<file path="src/rtl/jt12_wrq.sv">
// jt12_wrq: shares one jt12 bus port between two requesters through a write FIFO.
// Optional bounded busy wait with timeout pulse: define JT12_WRQ_TIMEOUT_EN.
module jt12_wrq #(
  parameter int DEPTH      = 8,
  parameter int STROBE_LEN = 2,
  parameter int GAP        = 4
) (
  input  logic                     clk,
  input  logic                     rst_n,
  input  logic                     cen,
  input  logic                     a_valid,
  input  logic [1:0]               a_addr,
  input  logic [7:0]               a_din,
  output logic                     a_ready,
  input  logic                     b_valid,
  input  logic [1:0]               b_addr,
  input  logic [7:0]               b_din,
  output logic                     b_ready,
  output logic [1:0]               ym_addr,
  output logic [7:0]               ym_din,
  output logic                     ym_cs_n,
  output logic                     ym_wr_n,
  input  logic                     ym_busy,
  output logic [$clog2(DEPTH):0]   level,
  output logic                     timeout
);
  localparam int AW   = $clog2(DEPTH);
  localparam int CMAX = (STROBE_LEN > GAP) ? STROBE_LEN : GAP;
  localparam int CW   = (CMAX > 1) ? $clog2(CMAX) : 1;

  typedef enum logic [1:0] {S_IDLE, S_STROBE, S_GAP, S_WAIT} state_t;

  // Arbiter state; owner/rr use 0 for A and 1 for B.
  logic lock_q, lock_d, owner_q, owner_d, rr_q, rr_d;
  logic grant_a, grant_b, src, push, pop, full, empty;
  logic [1:0] push_addr;
  logic [7:0] push_din;

  logic [9:0]    mem [DEPTH];
  logic [AW-1:0] wr_ptr_q, rd_ptr_q;
  logic [AW:0]   count_q;
  logic [9:0]    head;

  state_t        state_q, state_d;
  logic [CW-1:0] cnt_q, cnt_d;
  logic          cs_n_q, cs_n_d;
  logic [1:0]    addr_q, addr_d;
  logic [7:0]    din_q, din_d;

  always_comb begin
    if (lock_q) begin
      grant_a = a_valid & ~owner_q;
      grant_b = b_valid & owner_q;
    end else begin
      grant_a = a_valid & (~b_valid | ~rr_q);
      grant_b = b_valid & ~grant_a;
    end
  end

  assign full      = (count_q == (AW+1)'(DEPTH));
  assign empty     = (count_q == '0);
  assign a_ready   = ~full & grant_a;
  assign b_ready   = ~full & grant_b;
  assign push      = (a_valid & a_ready) | (b_valid & b_ready);
  assign src       = grant_b;
  assign push_addr = src ? b_addr : a_addr;
  assign push_din  = src ? b_din : a_din;

  // An address write opens a pair; the owner's data write closes it.
  always_comb begin
    lock_d  = lock_q;
    owner_d = owner_q;
    rr_d    = rr_q;
    if (push) begin
      rr_d = ~src;
      if (!push_addr[0]) begin
        lock_d  = 1'b1;
        owner_d = src;
      end else if (lock_q && (owner_q == src)) begin
        lock_d = 1'b0;
      end
    end
  end

  always_ff @(posedge clk or negedge rst_n) begin
    if (!rst_n) begin
      lock_q  <= 1'b0;
      owner_q <= 1'b0;
      rr_q    <= 1'b0;
    end else begin
      lock_q  <= lock_d;
      owner_q <= owner_d;
      rr_q    <= rr_d;
    end
  end

  always_ff @(posedge clk) begin
    if (push) mem[wr_ptr_q] <= {push_addr, push_din};
  end

  assign head = mem[rd_ptr_q];

  always_ff @(posedge clk or negedge rst_n) begin
    if (!rst_n) begin
      wr_ptr_q <= '0;
      rd_ptr_q <= '0;
      count_q  <= '0;
    end else begin
      if (push) wr_ptr_q <= wr_ptr_q + AW'(1);
      if (pop)  rd_ptr_q <= rd_ptr_q + AW'(1);
      count_q <= count_q + (AW+1)'(push) - (AW+1)'(pop);
    end
  end

`ifdef JT12_WRQ_TIMEOUT_EN
  logic [9:0] wcnt_q, wcnt_d;
  logic       timeout_q, timeout_d;
`endif

  always_comb begin
    state_d = state_q;
    cnt_d   = cnt_q;
    cs_n_d  = cs_n_q;
    addr_d  = addr_q;
    din_d   = din_q;
    pop     = 1'b0;
`ifdef JT12_WRQ_TIMEOUT_EN
    wcnt_d    = wcnt_q;
    timeout_d = 1'b0;
`endif
    if (cen) begin
      case (state_q)
        S_IDLE: begin
          if (!empty) begin
            pop             = 1'b1;
            {addr_d, din_d} = head;
            cs_n_d          = 1'b0;
            cnt_d           = CW'(STROBE_LEN - 1);
            state_d         = S_STROBE;
          end
        end
        S_STROBE: begin
          if (cnt_q == '0) begin
            cs_n_d  = 1'b1;
            cnt_d   = CW'(GAP - 1);
            state_d = S_GAP;
          end else begin
            cnt_d = cnt_q - CW'(1);
          end
        end
        S_GAP: begin
          if (cnt_q == '0) begin
            state_d = addr_q[0] ? S_WAIT : S_IDLE;
`ifdef JT12_WRQ_TIMEOUT_EN
            wcnt_d = '0;
`endif
          end else begin
            cnt_d = cnt_q - CW'(1);
          end
        end
        S_WAIT: begin
          if (!ym_busy) begin
            state_d = S_IDLE;
`ifdef JT12_WRQ_TIMEOUT_EN
          end else if (wcnt_q == 10'd1023) begin
            state_d   = S_IDLE;
            timeout_d = 1'b1;
          end else begin
            wcnt_d = wcnt_q + 10'd1;
`endif
          end
        end
        default: state_d = S_IDLE;
      endcase
    end
  end

  always_ff @(posedge clk or negedge rst_n) begin
    if (!rst_n) begin
      state_q <= S_IDLE;
      cnt_q   <= '0;
      cs_n_q  <= 1'b1;
      addr_q  <= '0;
      din_q   <= '0;
    end else begin
      state_q <= state_d;
      cnt_q   <= cnt_d;
      cs_n_q  <= cs_n_d;
      addr_q  <= addr_d;
      din_q   <= din_d;
    end
  end

`ifdef JT12_WRQ_TIMEOUT_EN
  always_ff @(posedge clk or negedge rst_n) begin
    if (!rst_n) begin
      wcnt_q    <= '0;
      timeout_q <= 1'b0;
    end else begin
      wcnt_q    <= wcnt_d;
      timeout_q <= timeout_d;
    end
  end
  assign timeout = timeout_q;
`else
  assign timeout = 1'b0;
`endif

  assign ym_addr = addr_q;
  assign ym_din  = din_q;
  assign ym_cs_n = cs_n_q;
  assign ym_wr_n = cs_n_q;
  assign level   = count_q;

endmodule

</file>
<file path="config.mk">
export PLATFORM = sky130hd
export DESIGN_NAME = jt12_wrq
export DESIGN_NICKNAME = d
export VERILOG_FILES = /design/src/rtl/jt12_wrq.sv
export SDC_FILE = /design/constraint.sdc
export NUM_CORES = 1
export LEC_CHECK = 0
export ABC_AREA = 1
export BUFFER_PORTS_ARGS = -buffer_cell sky130_fd_sc_hd__buf_2
export CORE_MARGIN = 2
export CORE_UTILIZATION = 30
export CTS_BUF_LIST = sky130_fd_sc_hd__clkbuf_8
export CTS_CLUSTER_SIZE = 24
export DETAILED_ROUTE_END_ITERATION = 10
export PLACE_DENSITY = 0.48
export SLEW_MARGIN = 20
export SYNTH_ARGS = -nofsm -noshare
export SYNTH_HDL_FRONTEND = slang
export SYNTH_SLANG_ARGS = --single-unit
</file>
<file path="constraint.sdc">
create_clock -name clk -period 2.05 [get_ports clk]
set_input_delay 0.41 -clock clk [delete_from_list [all_inputs] [get_ports clk]]
set_output_delay 0.41 -clock clk [all_outputs]
set_load 0.02 [all_outputs]
</file>
==> results of run 1 <==
==> flip-flops by register name (all words and copies together), names as in the netlist, 2 cells and up <==
| name | flops |
|---|---|
| rd_ptr_q | 3 |
| level | 4 |
| wr_ptr_q | 3 |
| state_q | 2 |
| ym_din | 8 |
| cnt_q | 2 |
| ym_addr | 2 |
| mem | 80 |
==> power by group <==
| group | switching, W | leakage [nW] | internal (W) |
|---|---|---|---|
| sequential | 0.000260 | 1.07 | 0.00317 |
| clock | 0.000734 | 0.100 | 0.000513 |
| combinational | 0.00247 | 1.15 | 0.00133 |
| total | 0.00347 | 2.31 | 0.00501 |
==> cells in the final DEF, fill, tap and decap left out, types with 3 or more instances in the layout <==
master,instances
nor2_1,91
nand2_1,84
edfxtp_1,80
o21ai_0,44
buf_2,42
nand3_1,37
dfrtp_1,25
buf_4,23
inv_1,21
ha_1,11
clkbuf_8,11
inv_2,6
o21ai_1,6
nand2_4,4
a21oi_1,3
xor2_1,3
ha_4,3
==> path summary, 6_finish.rpt <==
check | endpoint | slack, ps | cells past startpoint
setup / recovery | level[2]$_DFF_PN0_ | 10 | 10
hold / removal | cnt_q[1]$_DFFE_PN0P_ | 60 | 1
min in group clk | owner_q$_DFFE_PN0P_ | 320 | 4
max in group asynchronous | level[2]$_DFF_PN0_ | 1530 | 1
hold reg to reg | owner_q$_DFFE_PN0P_ | 480 | 2
setup reg to reg | level[2]$_DFF_PN0_ | 10 | 10
==> cells by family after synthesis <==
kind of cell	share of synthesized area, %
compound gates	5.89
other cells	0.0785
flops	65.0
xor+xnor	0.734
fa+ha+maj	4.09
buf+inv	4.61
simple gates	19.6
==> routing by layer <==
metal	global-route usage, %	up-vias	routed length [um]
met5	0	-	0
met4	5.44	0	166
met3	2.38	11	423
met2	19.6	65	4750
met1	19.4	1523	5440
li1	-	1636	-
==> what timing repair did <==
item	4_1_cts	5_1_grt
pin swaps	4	0
setup endpoints to repair	3	4
buffers inserted	1	0
gates resized for setup	5	5
==> per-stage QoR <==
step / hold slack, ps / instance area, um2 / setup TNS, ps / cells
2_1_floorplan: 114 / 4810 / -197 / 456
3_3_place_gp: 464 / 5380 / -6.36 / 719
3_5_place_dp: 461 / 5380 / -106 / 719
4_1_cts: 65.8 / 5600 / 0 / 736
5_1_grt: 101 / 5610 / -120 / 736
6_report: 58.7 / 5610 / 0 / 736
==> layout make-up <==
type / count / area, um2 / share of cell area (%)
sequential: 108 / 3110 / 55.4
multi-input combinational: 300 / 1510 / 26.9
timing repair buffer: 68 / 434 / 7.74
tap: 216 / 270 / 4.81
clock buffer: 11 / 151 / 2.70
inverter: 28 / 105 / 1.87
clock inverter: 5 / 33.8 / 0.602
==> results.txt, run 1 <==
First-pass GRT wire length: 16700 um
Via count: 3235
Total nets after synthesis: 497
Max_slew headroom: 55.7%
Initial antenna violation count: 0
Overall Power: 0.00848 W
CTS root buf: clkbuf_8
FFs w/ async S/R, synth: 25.9%
# DRC: 0
CTS Hold Bufs: 0
Worst Setup End Kind: flop
Fin. Hold Viols: 0
I/O pin cnt: 45
Critical Path AT: 2300 ps
CTS tree: built
Static Leak: 2.31 nW
Row count: 46
Worst setup path startpoint: level[3]$_DFF_PN0_
Power Dens Cells: 1510 nW/um2
Synth top area cells: edfxtp_1, dfrtp_1, nor2_1, nand2_1, o21ai_0
CP delay by family, top: adder cells
Via-per-instance ratio: 4.40
Hold crit path type: in2async
Share of cells above drive strength 1: 20.6%
Wirelength per Cell: 14.6 um
Max Slew Vio Count: 0
Maximum vdd drop: 0.530 mV
Nets: 556
Status: complete, no violations
Die H: 130 um
Syn_area_per_cell: 10.5 um2
EDFF count, synth: 80
Post-synth top area share: 50.3%
Dpl ws: -70.9 ps
CP most frequent cell: ha_4
Slowest stage delay, CP: 450 ps
GR Overflow Total: 0
Antenna Violating Nets Remaining: 0
FMAX: 491 MHz
Worst-path fanout max: 3
Port Buf Inserts: 43
Worst Clk Skew: 6.61 ps
Prevailing post-synth register cell: edfxtp_1
Sequential area share after synthesis: 65.0%
Synthesized flop and latch total: 108
Clock sink count: 108
Slowest stage cell, crit path: dfrtp_2
Iter 0 DRT Violations: 199
Synth Instances: 456
Largest area contributor in the netlist: edfxtp_1
CTS max path bufs: 2
Fillers: 1579
Die area: 16900 um2
RSZ-0062 raised after global routing: true
Max_cap viols: 0
Synthesized area: 4780 um2
Period Utilization, post-route: 99.3%
Crit start category: flop
Number of global-route vias before repair: 3074
Skew-Pair Late Insertion Delay: 370 ps
Largest net degree at the start of global routing: 42
N_diodes: 0
Core Area: 15700 um2
Die X: 130 um
Final GP Congestion: 0.734
Least-Margin Pin Slew: 664 ps
Final Setup Violations: 0
Cell with the most instances after synthesis: nor2_1
Initial core utilization: 30.4%
Synth warnings: 0
GRT Total Usage: 13.3%
P&R area growth vs syn: 17.5%
Shortest period the worst path allows: 2040 ps
Setup Crit Path Kind: reg2reg
Required time of the critical path: 2310 ps
Crit path cell chain: ha_4, nand2_4, nand4_1, nand2_4, inv_2, ha_4, inv_2, ha_4, fa_2, xor2_1
H-tree depth: 3
Bufs and invs on worst path: 2
Clock buffers created by TritonCTS: 9
Post-synth top cells: nor2_1, nand2_1, edfxtp_1
Setup WS post-layout: 14.6 ps
Final core occ: 35.7%
Clock-pin slew on the worst setup and hold paths: 100 ps
Unique masters post-synth: 30
Final Routed Wirelength: 10800 um
Worst reg2reg startpoint: level[3]$_DFF_PN0_
HPWL Detailed: 6970 um
Drt pass-1 iters: 4
No activity file was read; power rests on OpenSTA's default activity.
==> run 2: changes to the inputs <==
Settings changed: CORE_ASPECT_RATIO from default to 1.25, SKIP_CTS_REPAIR_TIMING from default to 1.
==> results.txt, run 2 (same netlist as run 1, synthesis figures left out) <==
Status: complete, no violations
Slowest stage delay, CP: 450 ps (about the same)
Fin. Hold Viols: 0 (unchanged)
FMAX: 495 MHz (+0.76%)
Hold crit path type: in2async
Most common cell after layout, fill and taps aside: nor2_1
Drt pass-1 iters: 6 (+2)
Final GP Congestion: 0.774 (+5.4%)
Fin Setup TNS: 0 ps (unchanged)
Die X: 117 um (-10%)
HPWL Detailed: 7520 um (+7.8%)
Core Area: 15600 um2 (-0.91%)
Period Utilization, post-route: 98.5% (-0.75 points)
Largest Register: mem
Dpl ws: -51.2 ps (+19.7 ps)
Die area: 17000 um2 (about the same)
First-pass GRT wire length: 17500 um (+5.1%)
Reg2reg setup slack: 30 ps (+20 ps)
Die H: 145 um (+11%)
Clock sink count: 108 (unchanged)
Setup Crit Path Kind: reg2reg
Via-per-instance ratio: 4.49 (+2.2%)
Setup WS post-layout: 30.0 ps (+15.4 ps)
Max_slew headroom: 56.4% (+0.65 points)
Crit start category: flop
RSZ-0062 raised after global routing: true
Slowest stage cell, crit path: dfrtp_2
Critical Path AT: 2290 ps (about the same)
Logic depth of the worst register-to-register path: 10 (unchanged)
Least-Margin Pin Slew: 654 ps (-9.73 ps)
Max Slew Vio Count: 0 (unchanged)
Final Routed Wirelength: 11100 um (+3.3%)
Required time of the critical path: 2320 ps (about the same)
Crit path cell chain: ha_4, nand2_4, nand4_1, nand2_4, inv_4, ha_4, inv_2, ha_4, fa_2, xor2_1
Max_cap viols: 0 (unchanged)
I/O pin cnt: 45 (unchanged)
GR Overflow Total: 0 (unchanged)
Initial antenna violation count: 0 (unchanged)
Iter 0 DRT Violations: 184 (-7.5%)
GRT Total Usage: 13.8% (+0.47 points)
CP most frequent cell: ha_4
Worst reg2reg startpoint: level[3]$_DFF_PN0_
Wirelength per Cell: 15.1 um (+2.8%)
Skew-Pair Late Insertion Delay: 370 ps (about the same)
Clock buffers created by TritonCTS: 9 (unchanged)
CTS tree: built
Via count: 3321 (+2.7%)
CTS max path bufs: 2 (unchanged)
Reg2reg end: level[2]$_DFF_PN0_
P&R area growth vs syn: 18.5%
Clock-pin slew on the worst setup and hold paths: 110 ps (about the same)
Final instance area: 5660 um2 (+0.80%)
H-tree depth: 3 (unchanged)
Final Setup Violations: 0 (unchanged)
Worst-path fanout max: 3 (unchanged)
Number of global-route vias before repair: 3281 (+6.7%)
Initial core utilization: 30.7% (+0.28 points)
Share of cells above drive strength 1: 22.0% (+1.4 points)
Placed instance area: 5380 um2 (unchanged)
Worst Setup End Kind: flop
N_diodes: 0 (unchanged)
# DRC: 0 (unchanged)
Static Leak: 2.34 nW (+1.2%)
Power Dens Cells: 1520 nW/um2 (+0.85%)
Most frequent cells in the layout: nor2_1, nand2_1, edfxtp_1
Overall Power: 0.00862 W (+1.7%)
Worst Clk Skew: 7.14 ps (+0.530 ps)
CTS root buf: clkbuf_8
Max reg flops: 80 (unchanged)
Largest net degree at the start of global routing: 42 (unchanged)
Row count: 51 (+11%)
Maximum vdd drop: 0.391 mV (-26%)
Port Buf Inserts: 43 (unchanged)
Shortest period the worst path allows: 2020 ps (-15.4 ps)
Nets: 563 (+1.3%)
Antenna Violating Nets Remaining: 0 (unchanged)
run 2: where the power goes:
| part | leakage, nW | switching (W) | internal (W) |
|---|---|---|---|
| clock | 0.0953 | 0.000782 | 0.000472 |
| sequential | 1.07 | 0.000308 | 0.00317 |
| combinational | 1.18 | 0.00250 | 0.00139 |
| total | 2.34 | 0.00359 | 0.00503 |
run 2: cell type report:
class / instances / area [um2]
tap: 212 / 265
clock inverter: 7 / 66.3
timing repair buffer: 75 / 469
inverter: 28 / 108
clock buffer: 9 / 124
fill: 1612 / 9910
multi-input combinational: 300 / 1520
sequential: 108 / 3110
run 2: worst max path at each step:
stage,startpoint,end,slack [ps],depth (start not counted)
2_1_floorplan,level[2]$_DFF_PN0_,level[2]$_DFF_PN0_,-110,11
3_3_place_gp,level[3]$_DFF_PN0_,level[2]$_DFF_PN0_,8,10
3_5_place_dp,level[3]$_DFF_PN0_,level[2]$_DFF_PN0_,-50,10
4_1_cts,level[3]$_DFF_PN0_,level[2]$_DFF_PN0_,-70,10
5_1_grt,level[3]$_DFF_PN0_,level[2]$_DFF_PN0_,-50,10
6_report,level[3]$_DFF_PN0_,level[2]$_DFF_PN0_,30,10
run 2: metal layers:
metal	global-route usage, %	wire length, um	vias to the layer above
met3	1.88	417	16
met5	0	0	-
met4	6.06	269	0
met2	21.6	5200	79
met1	18.9	5240	1571
li1	-	-	1655
run 2: critical path: cells and delay by family, from the launching register on:
family	cells	cell delay, ps
fa+ha+maj	4	900
flops	1	450
simple gates	3	350
xor+xnor	1	140
buf+inv	2	80
run 2: per-stage QoR:
stage / instances / utilization, % / hold WS [ps]
6_report: 739 / 36.3 / 53.6
3_5_place_dp: 719 / 34.6 / 466
3_3_place_gp: 719 / 34.6 / 461
4_1_cts: 735 / 35.8 / 66.2
2_1_floorplan: 456 / - / 114
5_1_grt: 739 / 36.3 / 85.3
==> run 3: changes to the inputs <==
Settings changed: CORE_UTILIZATION 30 to 48, PLACE_DENSITY 0.48 to 0.69.
==> results.txt, run 3 (same netlist as run 1, synthesis figures left out) <==
Status: complete, no violations
First-pass GRT wire length: 15200 um (-14%)
Row count: 40 (-22%)
Worst Clk Skew: 11.7 ps (+4.56 ps)
Drt pass-1 iters: 4 (-2)
Most frequent cells in the layout: nor2_1, nand2_1, edfxtp_1
Core Area: 9660 um2 (-38%)
Port Buf Inserts: 43 (unchanged)
CP Capture Point: level[2]$_DFF_PN0_
Iter 0 DRT Violations: 252 (+37%)
Most common cell after layout, fill and taps aside: nor2_1
Final Setup Violations: 0 (unchanged)
N_diodes: 0 (unchanged)
GRT Total Usage: 19.3% (+5.5 points)
Wirelength per Cell: 15.2 um (+0.80%)
Fin. Hold Viols: 0 (unchanged)
P&R area growth vs syn: 14.5%
Least-Margin Pin Slew: 631 ps (-23.3 ps)
Reg2reg setup slack: 9 ps (-20 ps)
Nets: 554 (-1.6%)
Logic depth of the worst register-to-register path: 10 (unchanged)
Period Utilization, post-route: 99.6% (+1.0 points)
Max Slew Vio Count: 0 (unchanged)
Crit path cell chain: ha_4, nand2_4, nand4_1, nand2_4, inv_4, ha_4, inv_2, ha_4, fa_2, xor2_1
Power Dens Cells: 1550 nW/um2 (+1.6%)
I/O pin cnt: 45 (unchanged)
Max reg flops: 80 (unchanged)
Final GP Congestion: 0.803 (+3.7%)
Share of cells above drive strength 1: 20.1% (-1.9 points)
Static Leak: 2.30 nW (-2.0%)
Slowest stage delay, CP: 450 ps (about the same)
Largest Register: mem
Final core occ: 56.6% (+20 points)
CTS max path bufs: 2 (unchanged)
Placed instance area: 5220 um2 (-3.1%)
Worst reg2reg startpoint: level[3]$_DFF_PN0_
Clock buffers created by TritonCTS: 9 (unchanged)
Reg2reg end: level[2]$_DFF_PN0_
CTS tree: built
CTS root buf: clkbuf_8
Die area: 10800 um2 (-36%)
Clock sink count: 108 (unchanged)
Final Routed Wirelength: 9770 um (-12%)
Initial antenna violation count: 0 (unchanged)
Final instance area: 5470 um2 (-3.3%)
H-tree depth: 3 (unchanged)
Die H: 116 um (-20%)
Largest net degree at the start of global routing: 42 (unchanged)
Worst setup path startpoint: level[3]$_DFF_PN0_
Initial core utilization: 49.4% (+19 points)
Critical Path AT: 2310 ps (+20 ps)
Required time of the critical path: 2310 ps (about the same)
Max_slew headroom: 57.9% (+1.5 points)
HPWL Detailed: 6320 um (-16%)
WHS: 33.6 ps (-20.0 ps)
Via-per-instance ratio: 5.12 (+14%)
Skew-Pair Late Insertion Delay: 380 ps (about the same)
Setup Crit Path Kind: reg2reg
Via count: 3297 (-0.72%)
FMAX: 490 MHz (-1.0%)
Antenna Violating Nets Remaining: 0 (unchanged)
# DRC: 0 (unchanged)
Shortest period the worst path allows: 2040 ps (+20.9 ps)
Worst Setup End Kind: flop
Crit start category: flop
Clock-pin slew on the worst setup and hold paths: 100 ps (about the same)
Maximum vdd drop: 0.523 mV (+34%)
Hold crit path type: in2async
Max_cap viols: 0 (unchanged)
GR Overflow Total: 0 (unchanged)
RSZ-0062 raised after global routing: true
Slowest stage cell, crit path: dfrtp_2
CP most frequent cell: ha_4
Number of global-route vias before repair: 3029 (-7.7%)
Die X: 93.2 um (-20%)
Worst-path fanout max: 3 (unchanged)
run 3: worst min-delay path by stage:
stage	startpoint	end	slack (ps)	depth (start not counted)
after CTS	rst_n	ym_din[6]$_DFFE_PN0P_	50	1
after floorplan	rst_n	cnt_q[0]$_DFFE_PN0P_	110	0
after global routing	rst_n	ym_din[6]$_DFFE_PN0P_	70	1
final	rst_n	ym_din[6]$_DFFE_PN0P_	30	1
after detailed placement	ym_din[2]$_DFFE_PN0P_	ym_din[2]$_DFFE_PN0P_	460	2
after global placement	owner_q$_DFFE_PN0P_	owner_q$_DFFE_PN0P_	460	2
run 3: cell type report:
class                   instances  area [um2]
clock buffers                   9         124
clock inverters                 7        75.1
fillers                       799        4190
inverters                      28         108
multi-input cells             300        1510
flip-flops and latches        108        3110
well taps                     126         158
repair buffers                 66         390
run 3: per-stage QoR:
stage / total power (W) / setup TNS [ps] / worst slack (ps) / cells
2_1_floorplan: 0.00601 / -197 / -112 / 456
3_3_place_gp: 0.00695 / 0 / 25.9 / 625
3_5_place_dp: 0.00710 / -36.2 / -36.2 / 625
4_1_cts: 0.00838 / -98.2 / -55.2 / 641
5_1_grt: 0.00911 / -73.2 / -46.0 / 644
6_report: 0.00847 / 0 / 9.08 / 644
run 3: power by group:
part           leakage, nW  switching [W]  internal, W
Clock               0.0976       0.000715     0.000570
Sequential            1.07       0.000262      0.00317
Combinational         1.13        0.00245      0.00129
Total                 2.30        0.00343      0.00503
run 3: worst max-delay path: cells and delay by family, from the launching register on:
kind,cells,cell delay [ps]
adder cells (fa/ha/maj),4,900
flip-flops,1,450
AND/OR/NAND/NOR,3,350
XOR/XNOR,1,150
buffers and inverters,2,80
run 3: per-layer routing:
layer	part of all wire, %	up-vias	track usage (%)
met2	48	111	30.7
met5	0	-	0
met1	42	1538	24.6
met4	2.8	0	11.5
met3	7.0	19	3.90
li1	-	1629	-
